### src/rtl/lpbk_pkg.sv
// Shared encodings, header layout and word-count helper for the loopback swap engine.
package lpbk_pkg;

   typedef enum logic [7:0] {
      ST_IDLE  = 8'b0000_0001,
      ST_POP   = 8'b0000_0010,
      ST_LEN   = 8'b0000_0100,
      ST_WAIT  = 8'b0000_1000,
      ST_XFER  = 8'b0001_0000,
      ST_FLUSH = 8'b0010_0000,
      ST_DROP  = 8'b0100_0000,
      ST_DONE  = 8'b1000_0000
   } state_t;

   localparam logic [1:0]  MODE_PASS     = 2'd0;
   localparam logic [1:0]  MODE_MAC      = 2'd1;
   localparam logic [1:0]  MODE_MACIP    = 2'd2;

   localparam logic [15:0] ETH_TYPE_IPV4 = 16'h0800;

   localparam int WORD_BYTES  = 32;
   localparam int HDR_BYTES   = 8;
   localparam int MAC_DA_OFS  = 8;
   localparam int MAC_SA_OFS  = 14;
   localparam int MAC_LEN     = 6;
   localparam int ETYPE_OFS   = 12;
   localparam int IP_SRC_OFS  = 2;
   localparam int IP_DST_OFS  = 6;
   localparam int IP_ADDR_LEN = 4;
   localparam int MIN_MAC_LEN = 12;
   localparam int MIN_IP_LEN  = 34;

   function automatic logic [11:0] words_for(input logic [16:0] nbytes);
      logic [16:0] s;
      s = nbytes + 17'd31;
      return s[16:5];
   endfunction

endpackage

### src/rtl/lpbk_word_fmt.sv
// Builds one TX word: header insert / 8-byte shift, MAC and IPv4 address swap, tail zeroing.
module lpbk_word_fmt
   import lpbk_pkg::*;
(
   input  logic [255:0] cur,
   input  logic [255:0] prev,
   input  logic [11:0]  idx,
   input  logic [15:0]  len,
   input  logic         mac_swap,
   input  logic         ip_swap,
   output logic [255:0] word
);

   logic [255:0] shifted;
   logic [255:0] swapped;
   logic [16:0]  last_ofs;
   logic         unused_bits;

   assign unused_bits = ^{cur[255:192], prev[191:0]};

   always_comb begin
      shifted = (idx == 12'd0) ? {cur[191:0], 48'h0, len} : {cur[191:0], prev[255:192]};
      swapped = shifted;
      if (mac_swap && idx == 12'd0) begin
         swapped[MAC_DA_OFS*8 +: MAC_LEN*8] = shifted[MAC_SA_OFS*8 +: MAC_LEN*8];
         swapped[MAC_SA_OFS*8 +: MAC_LEN*8] = shifted[MAC_DA_OFS*8 +: MAC_LEN*8];
      end
      if (ip_swap && idx == 12'd1) begin
         swapped[IP_SRC_OFS*8 +: IP_ADDR_LEN*8] = shifted[IP_DST_OFS*8 +: IP_ADDR_LEN*8];
         swapped[IP_DST_OFS*8 +: IP_ADDR_LEN*8] = shifted[IP_SRC_OFS*8 +: IP_ADDR_LEN*8];
      end
      // TX byte offset of byte b in this word is idx*32+b; keep up to the last frame byte
      last_ofs = {1'b0, len} + 17'(HDR_BYTES - 1);
      word = swapped;
      for (int b = 0; b < WORD_BYTES; b++) begin
         if ({idx, 5'(b)} > last_ofs) word[b*8 +: 8] = 8'h0;
      end
   end

endmodule

### src/rtl/lpbk_swap_engine.sv
// Loopback engine: pops a descriptor per frame, admits it against TX space, and streams
// RX words to TX with a length header, optional address swap and tail zeroing.
//
//   state | meaning
//   IDLE  | wait for a descriptor, pop it
//   POP   | descriptor read in flight
//   LEN   | latch length and mode, compute RX/TX word counts
//   WAIT  | wait for TX space for the whole frame
//   XFER  | read RX words, write formatted TX words
//   FLUSH | write the trailing word holding the last 8 frame bytes
//   DROP  | read and discard an oversize frame
//   DONE  | update statistics
module lpbk_swap_engine
   import lpbk_pkg::*;
#(
   parameter int TX_USEDW_W = 13,
   parameter int TX_DEPTH   = 4096,
   parameter int MAX_LEN    = 9600
)(
   input  logic                  clk,
   input  logic                  reset_,
   input  logic [1:0]            cfg_mode,
   input  logic [255:0]          rx_mac_data,
   input  logic                  rx_mac_empty,
   output logic                  rx_mac_rd,
   output logic                  cs_fifo_rd_en,
   input  logic                  cs_fifo_empty,
   input  logic [63:0]           ipcs_fifo_dout,
   output logic                  tx_mac_wr,
   output logic [255:0]          tx_mac_data,
   input  logic                  tx_mac_full,
   input  logic [TX_USEDW_W-1:0] tx_mac_usedw,
   output logic [31:0]           stat_frm_cnt,
   output logic [31:0]           stat_byte_cnt,
   output logic [15:0]           stat_drop_cnt
);

   state_t       state, state_nx;
   logic [15:0]  len_in, len_q;
   logic [1:0]   mode_q;
   logic [11:0]  rx_words, tx_words, rd_cnt, wr_cnt;
   logic         looped;
   logic         rd_q, pend_vld, out_vld;
   logic [255:0] pend_raw, prev_raw, fmt_cur, fmt_word;
   logic         out_free, load_rx, load_flush, pend_set;
   logic         mac_swap, ip_swap, adm_ok;
   logic [TX_USEDW_W:0] adm_sum;
   logic         unused_desc;

   assign len_in      = ipcs_fifo_dout[63:48];
   assign unused_desc = ^ipcs_fifo_dout[47:0];

   assign adm_sum = {1'b0, tx_mac_usedw} + (TX_USEDW_W+1)'(tx_words);
   assign adm_ok  = adm_sum <= (TX_USEDW_W+1)'(TX_DEPTH - 1);

   // One-deep output register plus one pending slot absorb the read in flight when TX stalls
   assign out_free   = !out_vld || !tx_mac_full;
   assign load_rx    = (state == ST_XFER) && (rd_q || pend_vld) && out_free;
   assign pend_set   = (state == ST_XFER) && rd_q && !out_free;
   assign load_flush = (state == ST_FLUSH) && out_free;
   assign fmt_cur    = load_flush ? 256'h0 : (pend_vld ? pend_raw : rx_mac_data);

   assign mac_swap = (mode_q != MODE_PASS) && (len_q >= 16'(MIN_MAC_LEN));
   assign ip_swap  = (mode_q >= MODE_MACIP) && (len_q >= 16'(MIN_IP_LEN)) &&
                     ({prev_raw[ETYPE_OFS*8 +: 8], prev_raw[(ETYPE_OFS+1)*8 +: 8]} == ETH_TYPE_IPV4);

   lpbk_word_fmt u_fmt (
      .cur      (fmt_cur),
      .prev     (prev_raw),
      .idx      (wr_cnt),
      .len      (len_q),
      .mac_swap (mac_swap),
      .ip_swap  (ip_swap),
      .word     (fmt_word)
   );

   always_ff @(posedge clk) begin
      if (!reset_) state <= ST_IDLE;
      else         state <= state_nx;
   end

   always_comb begin
      state_nx = state;
      case (state)
         ST_IDLE:  if (!cs_fifo_empty) state_nx = ST_POP;
         ST_POP:   state_nx = ST_LEN;
         ST_LEN: begin
            if (len_in == 16'd0)               state_nx = ST_DONE;
            else if (len_in > 16'(MAX_LEN))    state_nx = ST_DROP;
            else                               state_nx = ST_WAIT;
         end
         ST_WAIT:  if (adm_ok && !tx_mac_full) state_nx = ST_XFER;
         ST_XFER: begin
            if (load_rx && wr_cnt == rx_words - 12'd1)
               state_nx = (tx_words > rx_words) ? ST_FLUSH : ST_DONE;
         end
         ST_FLUSH: if (out_free) state_nx = ST_DONE;
         ST_DROP:  if (rx_mac_rd && rd_cnt == rx_words - 12'd1) state_nx = ST_DONE;
         ST_DONE:  state_nx = ST_IDLE;
         default:  state_nx = ST_IDLE;
      endcase
   end

   always_comb begin
      cs_fifo_rd_en = reset_ && (state == ST_IDLE) && !cs_fifo_empty;
      rx_mac_rd     = reset_ && !rx_mac_empty && (rd_cnt < rx_words) &&
                      (((state == ST_XFER) && !tx_mac_full) || (state == ST_DROP));
      tx_mac_wr     = out_vld && !tx_mac_full;
   end

   always_ff @(posedge clk) begin
      if (!reset_) begin
         len_q         <= '0;
         mode_q        <= '0;
         rx_words      <= '0;
         tx_words      <= '0;
         rd_cnt        <= '0;
         wr_cnt        <= '0;
         looped        <= 1'b0;
         rd_q          <= 1'b0;
         pend_vld      <= 1'b0;
         pend_raw      <= '0;
         prev_raw      <= '0;
         out_vld       <= 1'b0;
         tx_mac_data   <= '0;
         stat_frm_cnt  <= '0;
         stat_byte_cnt <= '0;
         stat_drop_cnt <= '0;
      end else begin
         rd_q <= rx_mac_rd;
         if (tx_mac_wr) out_vld <= 1'b0;
         if (state == ST_LEN) begin
            len_q    <= len_in;
            mode_q   <= cfg_mode;
            rx_words <= words_for({1'b0, len_in});
            tx_words <= words_for({1'b0, len_in} + 17'd8);
            rd_cnt   <= '0;
            wr_cnt   <= '0;
            looped   <= (len_in != 16'd0) && (len_in <= 16'(MAX_LEN));
         end
         if (rx_mac_rd) rd_cnt <= rd_cnt + 12'd1;
         if (load_rx || load_flush) begin
            out_vld     <= 1'b1;
            tx_mac_data <= fmt_word;
            wr_cnt      <= wr_cnt + 12'd1;
         end
         if (load_rx) begin
            prev_raw <= fmt_cur;
            pend_vld <= 1'b0;
         end else if (pend_set) begin
            pend_vld <= 1'b1;
            pend_raw <= rx_mac_data;
         end
         if (state == ST_DONE) begin
            if (looped) begin
               stat_frm_cnt  <= stat_frm_cnt + 32'd1;
               stat_byte_cnt <= stat_byte_cnt + {16'h0, len_q};
            end else begin
               stat_drop_cnt <= stat_drop_cnt + 16'd1;
            end
         end
      end
   end

endmodule
### config.mk
export PLATFORM = sky130hd
export DESIGN_NAME = lpbk_swap_engine
export DESIGN_NICKNAME = d
export VERILOG_FILES = /design/src/rtl/lpbk_pkg.sv /design/src/rtl/lpbk_word_fmt.sv /design/src/rtl/lpbk_swap_engine.sv
export SDC_FILE = /design/constraint.sdc
export NUM_CORES = 2
export LEC_CHECK = 0
export BUFFER_PORTS_ARGS = -buffer_cell sky130_fd_sc_hd__buf_2
export CAP_MARGIN = 20
export CORE_AREA = 2 2 261 263
export DETAILED_ROUTE_END_ITERATION = 10
export DIE_AREA = 0 0 263 265
export PLACE_DENSITY = 0.78
export SLEW_MARGIN = 0
export SYNTH_ARGS = -nofsm -noshare
export SYNTH_HDL_FRONTEND = slang
export SYNTH_SLANG_ARGS = --single-unit
### constraint.sdc
create_clock -name clk -period 7.3 [get_ports clk]
set_clock_uncertainty 0.15 [all_clocks]
set_input_delay 0 -clock clk [delete_from_list [all_inputs] [get_ports clk]]
set_output_delay 0 -clock clk [all_outputs]
set_load 0.02 [all_outputs]
==> Implementation_results.wiki <==
{| class="wikitable"
! Metric !! Value
|-
| Number of global-route vias before repair || 34500
|-
| Net Sw Frac || 23.5%
|-
| # hold bufs at CTS || 390
|-
| Number of gates resized after CTS || 0
|-
| Clock insertion delay at the later pin of the skew report || 0.65 ns
|-
| Share of async-settable or async-resettable flops after synthesis || 0%
|-
| Power density over cell area || 200 mW/mm2
|-
| Total power of the final layout || 8.91 mW
|-
| Slew headroom || 21.0%
|-
| Number of H-tree branching levels || 3
|-
| Fin crit period || 5.32 ns
|-
| Number of cells produced by synthesis || 4139
|-
| Fin util || 66.8%
|-
| Starting DRC count in detailed routing || 3088
|-
| Total Routed Length || 126000 um
|-
| Port bufs || 630
|-
| Post-detailed-route wirelength per cell || 21.1 um
|-
| Max_cap viols || 0
|-
| Number of buffers between clock root and the deepest sink || 3
|-
| Sequential Power Share || 46.1%
|-
| Power share of the clock group || 47.4%
|-
| CTS tree || yes
|-
| CP Capture Type || flip-flop
|-
| CTS Sinks || 750
|-
| Number of warning messages in the yosys log || 0
|-
| Total setup buffers inserted after CTS || 0
|-
| Dpl cell area || 0.0379 mm2
|-
| Largest delay contributor family on the critical path || simple AND/OR/NAND/NOR gates
|-
| Flop2flop setup slack || 1.98 ns
|-
| Most used flip-flop cell after synthesis || sky130_fd_sc_hd__dfxtp_1
|-
| Part of the cycle the worst path needs || 72.9%
|-
| Die height || 265 um
|-
| Cells along the critical path || inv_1 -> ha_1 -> nor2b_1 -> nor3_1 -> nand3_1 -> xor2_1 -> ha_1 -> nand4_1 -> or3_1 -> or2_2 -> nand2_1 -> nor2_1 -> o21ai_1 -> o21ai_0
|-
| Final HPWL DP || 77100 um
|-
| Avg Inst Size Synth || 8.31 um2
|-
| Final setup TNS || 0 ns
|-
| Largest stage delay, worst path || 0.84 ns
|-
| Inst Count DP || 5398
|-
| Internal Power || 6.81 mW
|-
| Highest attainable clock frequency || 188 MHz
|-
| Pin count of the biggest net entering global routing || 121
|-
| Final weighted congestion in routability-driven placement || 0.925
|-
| Total setup violations reported at the end of the flow || 0
|-
| Wire length of the first global-routing pass || 192000 um
|-
| Cell with the largest stage delay on the worst path || sky130_fd_sc_hd__o21ai_1
|-
| Net switching power of the design || 2.09 mW
|-
| Number of buffer and inverter instances along the worst setup path || 1
|-
| Post-route design area || 0.0446 mm2
|-
| Most frequent cell on the critical path || sky130_fd_sc_hd__ha_1
|-
| Critical-path maximum fanout || 16
|-
| Die outline width || 263 um
|-
| Final cell count without fillers || 5953
|-
| Leakage power || 17.3 nW
|-
| Initial antenna violation count || 12
|-
| Critical path launch point type || flip-flop
|-
| Io pins || 679
|-
| Number of enable-type register cells in the synthesized netlist || 0
|-
| Count of different cell masters after synthesis || 78
|-
| Post-layout net count || 5420
|-
| Final-report max-slew violation count || 0
|-
| GRT Residual Overflow || 0
|-
| TritonRoute pass-1 iters || 8
|-
| Worst vdd ir || 195 uV
|-
| Combinational Power Share || 6.5%
|-
| Arrival time at the worst endpoint || 5.64 ns
|-
| Commonest cells after routing, fill and taps aside || 915 x sky130_fd_sc_hd__nand2_1, 749 x sky130_fd_sc_hd__dfxtp_1, 630 x sky130_fd_sc_hd__buf_2
|-
| GRT Total Usage || 34.4%
|-
| Placeable core region || 0.0668 mm2
|-
| Die Area || 0.0697 mm2
|-
| Setup repair after global routing missed its margin || no
|-
| Final hold vios || 0
|-
| DRC viols || 0
|-
| Outcome || finished, final reports clean
|-
| Routed vias/inst || 5.94
|-
| Syn Nets || 4557
|-
| Cell Area, Synth || 0.0344 mm2
|-
| Initial Utilization || 51.5%
|-
| Measured slew at the worst slew-check pin || 1.18 ns
|-
| Clock-pin transition on the worst setup and hold timing paths || 0.06 ns
|-
| Portion of the post-synthesis area used by sequential elements || 43.7%
|-
| Crit path kind || reg2reg
|-
| Via count || 35400
|-
| Most common library cell in the layout ignoring fill and taps || sky130_fd_sc_hd__nand2_1
|-
| Cell at the root of the clock tree || sky130_fd_sc_hd__clkbuf_16
|-
| Number of buffers inserted during clock tree synthesis || 80
|-
| Flops & latches, synth || 750
|-
| Area grow syn2layout || 29.8%
|-
| Fraction of layout instances using a drive strength above 1 || 18.2%
|-
| Worst Path Required || 7.62 ns
|-
| Remaining antenna violation count || 0
|-
| Path category of the worst min-delay check || in2reg
|-
| FP Rows || 95
|}
==> per-layer routing <==
| metal | part of all wire [%] | vias up | wire, um | GRT usage, % |
|---|---|---|---|---|
| li1 | - | 16100 | - | - |
| met1 | 39 | 16700 | 48400 | 40.9 |
| met2 | 46 | 2033 | 57600 | 56.4 |
| met3 | 9.1 | 547 | 11400 | 8.48 |
| met4 | 6.5 | 0 | 8210 | 20.5 |
| met5 | 0 | - | 0 | 0 |
==> worst paths after layout <==
path	cells past startpoint	startpoint	endpoint
worst max register to register	14	len_q[0]$_SDFFE_PN0P_	tx_mac_data[220]$_SDFFE_PN0P_
worst max-delay path	14	len_q[0]$_SDFFE_PN0P_	tx_mac_data[220]$_SDFFE_PN0P_
worst min-delay path	4	rx_mac_data[184]	pend_raw[184]$_SDFFE_PN0P_
worst min register to register	2	prev_raw[99]$_SDFFE_PN0P_	prev_raw[99]$_SDFFE_PN0P_
==> flip-flops by register name, indices dropped and copies added, names as in the netlist, 16 cells and up <==
signal,flops
tx_mac_data,256
prev_raw,80
pend_raw,256
len_q,16
stat_drop_cnt,16
stat_frm_cnt,32
stat_byte_cnt,32
==> power by group through the flow <==
| stage | logic (mW) | registers [mW] | clock network, mW |
|---|---|---|---|
| global route | 0.610 | 4.10 | 4.42 |
| global placement | 0.369 | 4.20 | 0 |
| CTS | 0.551 | 4.10 | 4.25 |
| detailed placement | 0.376 | 4.20 | 0 |
| floorplan | 0.209 | 4.19 | 0 |
| finish | 0.577 | 4.10 | 4.23 |
==> cell type report <==
class	count	area, um2
Fill cell	4945	22200
Multi-Input combinational cell	3070	18200
Sequential cell	750	15000
Timing Repair Buffer	1059	7380
Clock buffer	115	2360
Tap cell	873	1090
Clock inverter	34	414
Inverter	41	161
Antenna cell	11	27.5
==> per-stage QoR <==
| step | setup slack [ns] | hold WS, ns |
|---|---|---|
| floorplan | 3.28 | -0.0719 |
| global placement | 2.11 | 0.105 |
| detailed placement | 2.00 | 0.110 |
| CTS | 2.05 | 0.000238 |
| global route | 1.55 | 0.0126 |
| finish | 1.98 | 0.0147 |
==> worst register-to-register path: stages (launching register included) <==
cell and delay, ns:
sky130_fd_sc_hd__dfxtp_1 0.67, sky130_fd_sc_hd__inv_1 0.22, sky130_fd_sc_hd__ha_1 0.31, sky130_fd_sc_hd__nor2b_1 0.18, sky130_fd_sc_hd__nor3_1 0.32, sky130_fd_sc_hd__nand3_1 0.14, sky130_fd_sc_hd__xor2_1 0.17, sky130_fd_sc_hd__ha_1 0.32
sky130_fd_sc_hd__nand4_1 0.18, sky130_fd_sc_hd__or3_1 0.44, sky130_fd_sc_hd__or2_2 0.40, sky130_fd_sc_hd__nand2_1 0.35, sky130_fd_sc_hd__nor2_1 0.17, sky130_fd_sc_hd__o21ai_1 0.84, sky130_fd_sc_hd__o21ai_0 0.32
==> cell families (layout without fill, tap and decap cells) <==
logic type,count (synthesis),count (layout),share of synthesized area [%]
other,0,11,0
buffers and inverters,319,1249,3.67
muxes,310,310,10.4
xor gates and xnor gates,123,123,3.17
adders and majority gates,78,78,2.88
and+or+nand+nor,1585,1585,19.6
DFF,750,750,43.7
AOI/OAI and AO/OA,974,974,16.6
==> cell usage after synthesis (37+ instances only) <==
library cell	count	area, um2
sky130_fd_sc_hd__nand4_1	37	231
sky130_fd_sc_hd__a211oi_1	112	841
sky130_fd_sc_hd__mux2_2	52	586
sky130_fd_sc_hd__xnor2_1	57	499
sky130_fd_sc_hd__nor3_1	37	185
sky130_fd_sc_hd__dfxtp_1	750	15000
sky130_fd_sc_hd__a21oi_1	417	2090
sky130_fd_sc_hd__mux2i_1	226	2260
sky130_fd_sc_hd__o21ai_0	252	1260
sky130_fd_sc_hd__nor2_1	352	1320
sky130_fd_sc_hd__clkbuf_1	230	863
sky130_fd_sc_hd__inv_1	40	150
sky130_fd_sc_hd__xor2_1	65	569
sky130_fd_sc_hd__nand2_1	916	3440
sky130_fd_sc_hd__nand3_1	81	405
sky130_fd_sc_hd__ha_1	76	951
Power figures use the tool's default switching activity.
